## config.mk

```make
export PLATFORM = sky130hd
export DESIGN_NAME = placar_pontuacao
export DESIGN_NICKNAME = d
export VERILOG_FILES = /design/src/rtl/placar_pontuacao.sv
export SDC_FILE = /design/constraint.sdc
export NUM_CORES = 1
export LEC_CHECK = 0
export ABC_AREA = 1
export CAP_MARGIN = 10
export CORE_ASPECT_RATIO = 2
export CORE_MARGIN = 1.5
export CORE_UTILIZATION = 43
export CTS_BUF_LIST = sky130_fd_sc_hd__clkbuf_16
export CTS_CLUSTER_SIZE = 40
export DETAILED_ROUTE_END_ITERATION = 12
export PLACE_DENSITY_LB_ADDON = 0.15
export SKIP_CTS_REPAIR_TIMING = 1
export SYNTH_ARGS = -nofsm -noshare
export SYNTH_HDL_FRONTEND = slang
export SYNTH_SLANG_ARGS = --single-unit
```

## constraint.sdc

```tcl
create_clock -name clk -period 2.4 [get_ports clk]
set_input_delay 0.48 -clock clk [delete_from_list [all_inputs] [get_ports clk]]
set_output_delay 0.48 -clock clk [all_outputs]
set_load 0.01 [all_outputs]
```

## src/rtl/placar_pontuacao.sv

```systemverilog
// placar_pontuacao: per-team saturating score accumulator.
// Raw buttons are synchronised and edge-detected. Each rising edge becomes one event.
// In any cycle, only the highest-priority event is applied to a 7-bit score
// with depth-1 undo.
module placar_pontuacao #(
  parameter int SYNC_STAGES = 2,
  parameter int MAX_SCORE   = 127
) (
  input  logic       clk,
  input  logic       rst_n,
  input  logic       btn_p1,
  input  logic       btn_p2,
  input  logic       btn_p3,
  input  logic       btn_undo,
  input  logic       btn_clear,
  output logic [6:0] score,
  output logic       atualizado,
  output logic       saturado
);

  localparam int NB = 5;
  localparam logic [7:0] MAX8 = 8'(MAX_SCORE);
  localparam logic [6:0] MAX7 = 7'(MAX_SCORE);

  // bit order: {clear, undo, p3, p2, p1}
  logic [NB-1:0]                  btn_raw;
  logic [SYNC_STAGES-1:0][NB-1:0] sync_q;
  logic [NB-1:0]                  prev_q;
  logic [NB-1:0]                  evt;

  logic [6:0] score_q, score_d;
  logic [1:0] last_add_q, last_add_d;
  logic       sat_q, sat_d;
  logic       upd_q, upd_d;

  logic [1:0] add_k;
  logic [7:0] sum;

  assign btn_raw = {btn_clear, btn_undo, btn_p3, btn_p2, btn_p1};
  assign evt     = sync_q[SYNC_STAGES-1] & ~prev_q;

  // Synchroniser chain per button plus previous-value flop for edge detection
  always_ff @(posedge clk or negedge rst_n) begin
    if (!rst_n) begin
      sync_q <= '0;
      prev_q <= '0;
    end else begin
      sync_q <= {sync_q[SYNC_STAGES-2:0], btn_raw};
      prev_q <= sync_q[SYNC_STAGES-1];
    end
  end

  // Amount requested by the highest-priority add event (0 when none)
  always_comb begin
    add_k = 2'd0;
    if (evt[2])      add_k = 2'd3;
    else if (evt[1]) add_k = 2'd2;
    else if (evt[0]) add_k = 2'd1;
  end

  // The sum is computed one bit wider so it cannot wrap before the saturation test.
  assign sum = {1'b0, score_q} + {6'd0, add_k};

  // Next-state for score, undo history and flags; clear > undo > p3 > p2 > p1
  always_comb begin
    score_d    = score_q;
    last_add_d = last_add_q;
    sat_d      = sat_q;
    upd_d      = 1'b0;
    if (evt[4]) begin
      score_d    = '0;
      last_add_d = '0;
      sat_d      = 1'b0;
      upd_d      = 1'b1;
    end else if (evt[3]) begin
      if (last_add_q != 2'd0) begin
        score_d    = score_q - {5'd0, last_add_q};
        last_add_d = '0;
        sat_d      = 1'b0;
        upd_d      = 1'b1;
      end
    end else if (add_k != 2'd0) begin
      if (sum <= MAX8) begin
        score_d    = sum[6:0];
        last_add_d = add_k;
        sat_d      = 1'b0;
        upd_d      = 1'b1;
      end else begin
        // The headroom is less than add_k here, so it fits in two bits.
        last_add_d = 2'(MAX8 - {1'b0, score_q});
        score_d    = MAX7;
        sat_d      = 1'b1;
        upd_d      = (score_q != MAX7);
      end
    end
  end

  // Registered score state and output flags
  always_ff @(posedge clk or negedge rst_n) begin
    if (!rst_n) begin
      score_q    <= '0;
      last_add_q <= '0;
      sat_q      <= 1'b0;
      upd_q      <= 1'b0;
    end else begin
      score_q    <= score_d;
      last_add_q <= last_add_d;
      sat_q      <= sat_d;
      upd_q      <= upd_d;
    end
  end

  assign score      = score_q;
  assign atualizado = upd_q;
  assign saturado   = sat_q;

endmodule

```

==> results.toml, run 1 <==
[outcome]
outcome = "finished, final reports clean"

[timing]
setup_viol = 0
finalCriticalPeriod_ns = 1.97
drv_slew = 0
setup_tns_ns = 0
hold_viol = 0
period_share_pct = 82.1
relSlewSlack_pct = 75.5
finClkSkew_ns = 0.00320
clock.fmax_ghz = 0.508
worst_slew_pin_slew_ns = 0.367
rsz0062_at_grt = "false"

[setup_path]
end_kind = "flip-flop"
max_stage_delay_ns = 0.40
critical_path_class = "flip-flop to flip-flop"
startpoint_type = "flip-flop"
crit_top_cell = "nand2_1"
cp_max_fo = 3
critPathSlowestCell = "fa_1"
cp_cell_sequence = "nand2_1 -> a21oi_1 -> inv_1 -> ha_1 -> inv_1 -> fa_1 -> inv_1 -> nand3_1 -> nor2_1 -> nand2_1 -> nand2_1 -> nand2_1 -> nand3_1 -> nand2_1"
arrival_ns = 2.12
worst_ep_required_time_ns = 2.55

[clock_tree]
cts_buffers = 3
htree_levels = 1
clk_pin_slew_ns = 0.06
cts_tree = "yes"
cts_root_buf = "clkbuf_16"
clk_latency_ns = 0.26
cts.path.max_buffers = 2
cts.sinks = 26

[global_routing]
grt_pass1_wl_mm = 5.25
grt_max_degree = 27
grt_pass1_vias = 1206
antenna_found_initial = 0
grt_overflow_total = 0
grt_usage_pct = 18.6

[placement]
numPortBuffers = 15
dpl_cell_area_sq_um = 1600
placed_cells = 214
place.gp.congestion = 0.852
place_hpwl_mm = 2.25

[pwr]
finalPower_w = 0.00161
cellPowerDensity_nw_per_um2 = 944
cellLeakagePower_nw = 0.870
irDropWorstVdd_mv = 0.480

[layout]
drive_above_1_share_pct = 11.2
multi_input_area_sq_um = 652
syn2layout_area_growth_pct = 19.5
fin_nets = 201
regArea_sq_um = 651
n_antenna_cell = 0
utilization_pct = 53.9
nFillCells = 298
stdcell_area_sq_um = 1700
final_cells = 218

[synthesis]
ys_ff_latch = 26
synth.distinct_cells = 26
synth_nets = 183
synth.cell_area_sq_um = 1420
avgSynthCellArea_sq_um = 8.38
syn_inst = 170
ys_seq_area_share_pct = 45.7
yosysWarningCount = 0

[drt]
wl_per_cell_um = 13.6
met3_length_um = 42
via_per_inst = 5.25
met1_length_mm = 1.14
wl_met2_mm = 1.70
firstDrtPassIters = 4
routed.top_layer = "met4"
drcViolationCount = 0
ant_nets = 0
routed_wl_mm = 2.96
via_count = 1144
drt_iter0_drc = 32

[floorplan]
ios = 16
coreArea_sq_um = 3160
die_h_um = 84.4
placement_rows = 29
dieArea_sq_um = 3690
die-width_um = 43.7
start_util_pct = 45.1

[job]
max_cap_viol_count = 0

[min_path]
hold_class = "flip-flop to flip-flop"
worst paths after layout:
kind / from / end / slack [ns] / cells after the start
max in group asynchronous: rst_n / sync_q[1]$_DFF_PN0_ / 1.56 / 2
worst max-delay path: sync_q[6]$_DFF_PN0_ / score[6]$_DFFE_PN0P_ / 0.43 / 14
worst min register to register: sync_q[4]$_DFF_PN0_ / sync_q[9]$_DFF_PN0_ / 0.36 / 0
min in group asynchronous: rst_n / score[4]$_DFFE_PN0P_ / 0.59 / 2
worst min-delay path: sync_q[4]$_DFF_PN0_ / sync_q[9]$_DFF_PN0_ / 0.36 / 0
worst max register to register: sync_q[6]$_DFF_PN0_ / score[6]$_DFFE_PN0P_ / 0.43 / 14
final cells by class:
class	count	share of cell area [%]
repair buffers	16	9.26
clock inverters	1	1.76
flip-flops and latches	26	38.2
clock buffers	3	4.41
well taps	31	2.28
multi-input cells	115	38.3
inverters	26	5.74
worst max-delay path, delay by kind of cell (launching register included):
| kind | cells | cell delay, ns |
|---|---|---|
| AND/OR/NAND/NOR | 8 | 0.64 |
| AO/OA/AOI/OAI | 1 | 0.09 |
| buffers and inverters | 3 | 0.19 |
| adder cells (fa/ha/maj) | 2 | 0.57 |
| flip-flops | 1 | 0.38 |
power by group:
| part | total, W | internal, W | switching [W] |
|---|---|---|---|
| Clock | 0.000478 | 0.000332 | 0.000146 |
| Sequential | 0.000614 | 0.000498 | 0.000116 |
| Combinational | 0.000514 | 0.000229 | 0.000286 |
state kept, by name, summed over array words and instances, names as in the netlist:
register / flops
score: 7
saturado: 1
sync_q: 10
atualizado: 1
last_add_q: 2
prev_q: 5
logic make-up after synthesis:
| family | count (synthesis) | share of synthesized area [%] |
|---|---|---|
| and+or+nand+nor | 87 | 29.6 |
| buffers and inverters | 29 | 8.52 |
| DFF | 26 | 45.7 |
| AOI/OAI and AO/OA | 20 | 8.61 |
| adders and majority gates | 6 | 6.33 |
| xor gates and xnor gates | 2 | 1.23 |
layer usage:
metal	global-route usage [%]	up-vias
met3	1.29	6
met1	19.4	553
met2	33.3	20
met4	12.1	0
met5	0	-
li1	-	565
cell usage in the layout, fill, tap and decap left out:
cell,n
nor3_1,1
nand4_1,2
nand2_4,3
fa_1,2
o21ai_4,1
o21bai_1,1
a21oi_1,7
ha_1,4
nand2_1,42
a21o_1,1
o22ai_1,2
nor2_1,16
nor2_4,5
inv_2,1
inv_1,25
nor2_2,1
clkbuf_16,3
dfrtp_1,26
o21ai_0,5
o21ai_1,2
a21oi_2,1
nand2_2,4
clkdlybuf4s50_1,15
buf_4,1
nand3_1,13
bufinv_16,1
xor2_1,2
stage by stage:
step / setup WS (ns) / hold slack (ns)
2_1_floorplan: 0.588 / 0.184
3_3_place_gp: 0.498 / 0.336
3_5_place_dp: 0.451 / 0.342
4_1_cts: 0.436 / 0.363
5_1_grt: 0.204 / 0.366
6_report: 0.430 / 0.356
cell usage after synthesis (all sizes together):
cell     n  area, sq um
a21o     1         7.51
a21oi    8         43.8
buf      3         23.8
dfrtp   26          651
fa       2         40.0
ha       4         50.1
inv     26         97.6
nand2   49          216
nand3   13         65.1
nand4    2         12.5
nor2    22          123
nor3     1         5.00
o21ai    8         51.3
o21bai   1         7.51
o22ai    2         12.5
xor2     2         17.5
No activity file was read; power rests on OpenSTA's default activity.
==> run 2: changes to the inputs <==
==> constraint.sdc (replaced) <==
create_clock -name clk -period 1.65 [get_ports clk]
set_input_delay 0.33 -clock clk [delete_from_list [all_inputs] [get_ports clk]]
set_output_delay 0.33 -clock clk [all_outputs]
set_load 0.01 [all_outputs]
==> run 2 against run 1 <==
Net effect:
- total power is 69% higher
- non-clock buffer count is 16 higher
- core utilization is 8.5 points higher
- clock-buffer cell count stayed put
- flip-flop and latch count stayed put
- first-iteration DRC count is 19% higher
- the flow now finishes with violations (negative setup slack)
- global-route usage is 0.27 points higher
- register-to-register slack worse by 0.64 ns
==> results.toml, run 2 (synthesis results as in run 1) <==
[outcome]
outcome = "finished, violations left"
violations = "negative setup slack"

[layout]
utilization_pct = 62.4
final_cells = 234
drive_above_1_share_pct = 31.5
mostFrequentLayoutCells = "37 x nand2_1, 21 x inv_1, 21 x dfrtp_1"
layout_commonest_cell = "nand2_1"
top_register = "sync_q"
syn2layout_area_growth_pct = 38.4
fin_nets = 217
n_antenna_cell = 0
largest_register_ffs = 10

[timing]
worst_slew_pin_slew_ns = 0.362
finClkSkew_ns = 0.00573
worst_slack_ns = -0.213
hold_viol = 0
finalCriticalPeriod_ns = 1.86
setup_tns_ns = -1.25
relSlewSlack_pct = 75.8
drv_slew = 0
clock.fmax_ghz = 0.537
rsz0062_at_grt = "true"
period_share_pct = 113
setup_viol = 11

[placement]
post-place-ws_ns = -0.183
numPortBuffers = 15
placed_cells = 225
place.gp.congestion = 0.846
place_hpwl_mm = 2.33

[global_routing]
grt_usage_pct = 18.9
grt_pass1_vias = 1197
grt_max_degree = 27
antenna_found_initial = 0
grt_pass1_wl_mm = 5.17
grt_overflow_total = 0

[setup_path]
cp_max_fo = 3
worst_ep_required_time_ns = 1.80
end_kind = "flip-flop"
critical_path_class = "flip-flop to flip-flop"
arrival_ns = 2.02
startpoint_type = "flip-flop"

[drt]
drcViolationCount = 0
drt_iter0_drc = 38
firstDrtPassIters = 4
via_per_inst = 5.37
routed_wl_mm = 3.69
ant_nets = 0
via_count = 1256
wl_per_cell_um = 15.8

[floorplan]
start_util_pct = 45.1
placement_rows = 29
dieArea_sq_um = 3690
ios = 16
die_h_um = 84.4
coreArea_sq_um = 3160
die-width_um = 43.7

[clock_tree]
clk_latency_ns = 0.27
cts_buffers = 3
cts.path.max_buffers = 2
cts.sinks = 26
clk_pin_slew_ns = 0.07
cts_tree = "yes"
htree_levels = 1
cts_root_buf = "clkbuf_16"

[pwr]
irDropWorstVdd_mv = 1.42
cellLeakagePower_nw = 0.930
finalPower_w = 0.00271
cellPowerDensity_nw_per_um2 = 1380

[job]
max_cap_viol_count = 0

[min_path]
hold_class = "flip-flop to flip-flop"
==> run 2: metrics by stage <==
stage | area, sq um | hold WS, ns
2_1_floorplan | 1430 | 0.0344
3_3_place_gp | 1690 | 0.335
3_5_place_dp | 1690 | 0.336
4_1_cts | 1790 | 0.354
5_1_grt | 1970 | 0.363
6_report | 1970 | 0.351
==> run 2: final timing paths <==
check	depth (start not counted)	start	slack [ns]	end
worst max-delay path	14	prev_q[1]$_DFF_PN0_	-0.21	score[3]$_DFFE_PN0P_
worst min-delay path	0	sync_q[4]$_DFF_PN0_	0.35	sync_q[9]$_DFF_PN0_
worst max register to register	14	prev_q[1]$_DFF_PN0_	-0.21	score[3]$_DFFE_PN0P_
worst min register to register	0	sync_q[4]$_DFF_PN0_	0.35	sync_q[9]$_DFF_PN0_
max in group asynchronous	2	rst_n	0.94	score[1]$_DFFE_PN0P_
min in group asynchronous	2	rst_n	0.43	score[4]$_DFFE_PN0P_
==> run 2: cell type report <==
class | instances | area, sq um
Clock inverter | 1 | 30.0
Tap cell | 31 | 38.8
Clock buffer | 3 | 75.1
Fill cell | 258 | 1190
Inverter | 26 | 97.6
Multi-Input combinational cell | 115 | 791
Timing Repair Buffer | 32 | 282
Sequential cell | 26 | 657
==> run 2: critical path, stage by stage (launching register included) <==
cell	delay (ns)
dfrtp_1	0.36
inv_1	0.06
nand2_2	0.08
a21oi_4	0.15
inv_2	0.06
ha_4	0.16
buf_4	0.13
buf_6	0.12
nand3_4	0.06
nand2_4	0.09
buf_4	0.15
nor2_1	0.11
o21ai_1	0.07
nand3_1	0.10
nand2_1	0.05
==> run 2: layer usage <==
| layer | GRT usage, % | up-vias | wire [um] |
|---|---|---|---|
| met5 | 0 | - | 0 |
| met4 | 14.0 | 0 | 128 |
| met3 | 3.66 | 12 | 93 |
| met2 | 31.6 | 31 | 2170 |
| met1 | 19.6 | 614 | 1290 |
| li1 | - | 599 | - |
==> run 2: power by group <==
part | leakage (nW) | internal [W] | switching, W
sequential | 0.307 | 0.000735 | 0.000112
clock | 0.0511 | 0.000483 | 0.000231
combinational | 0.572 | 0.000524 | 0.000628
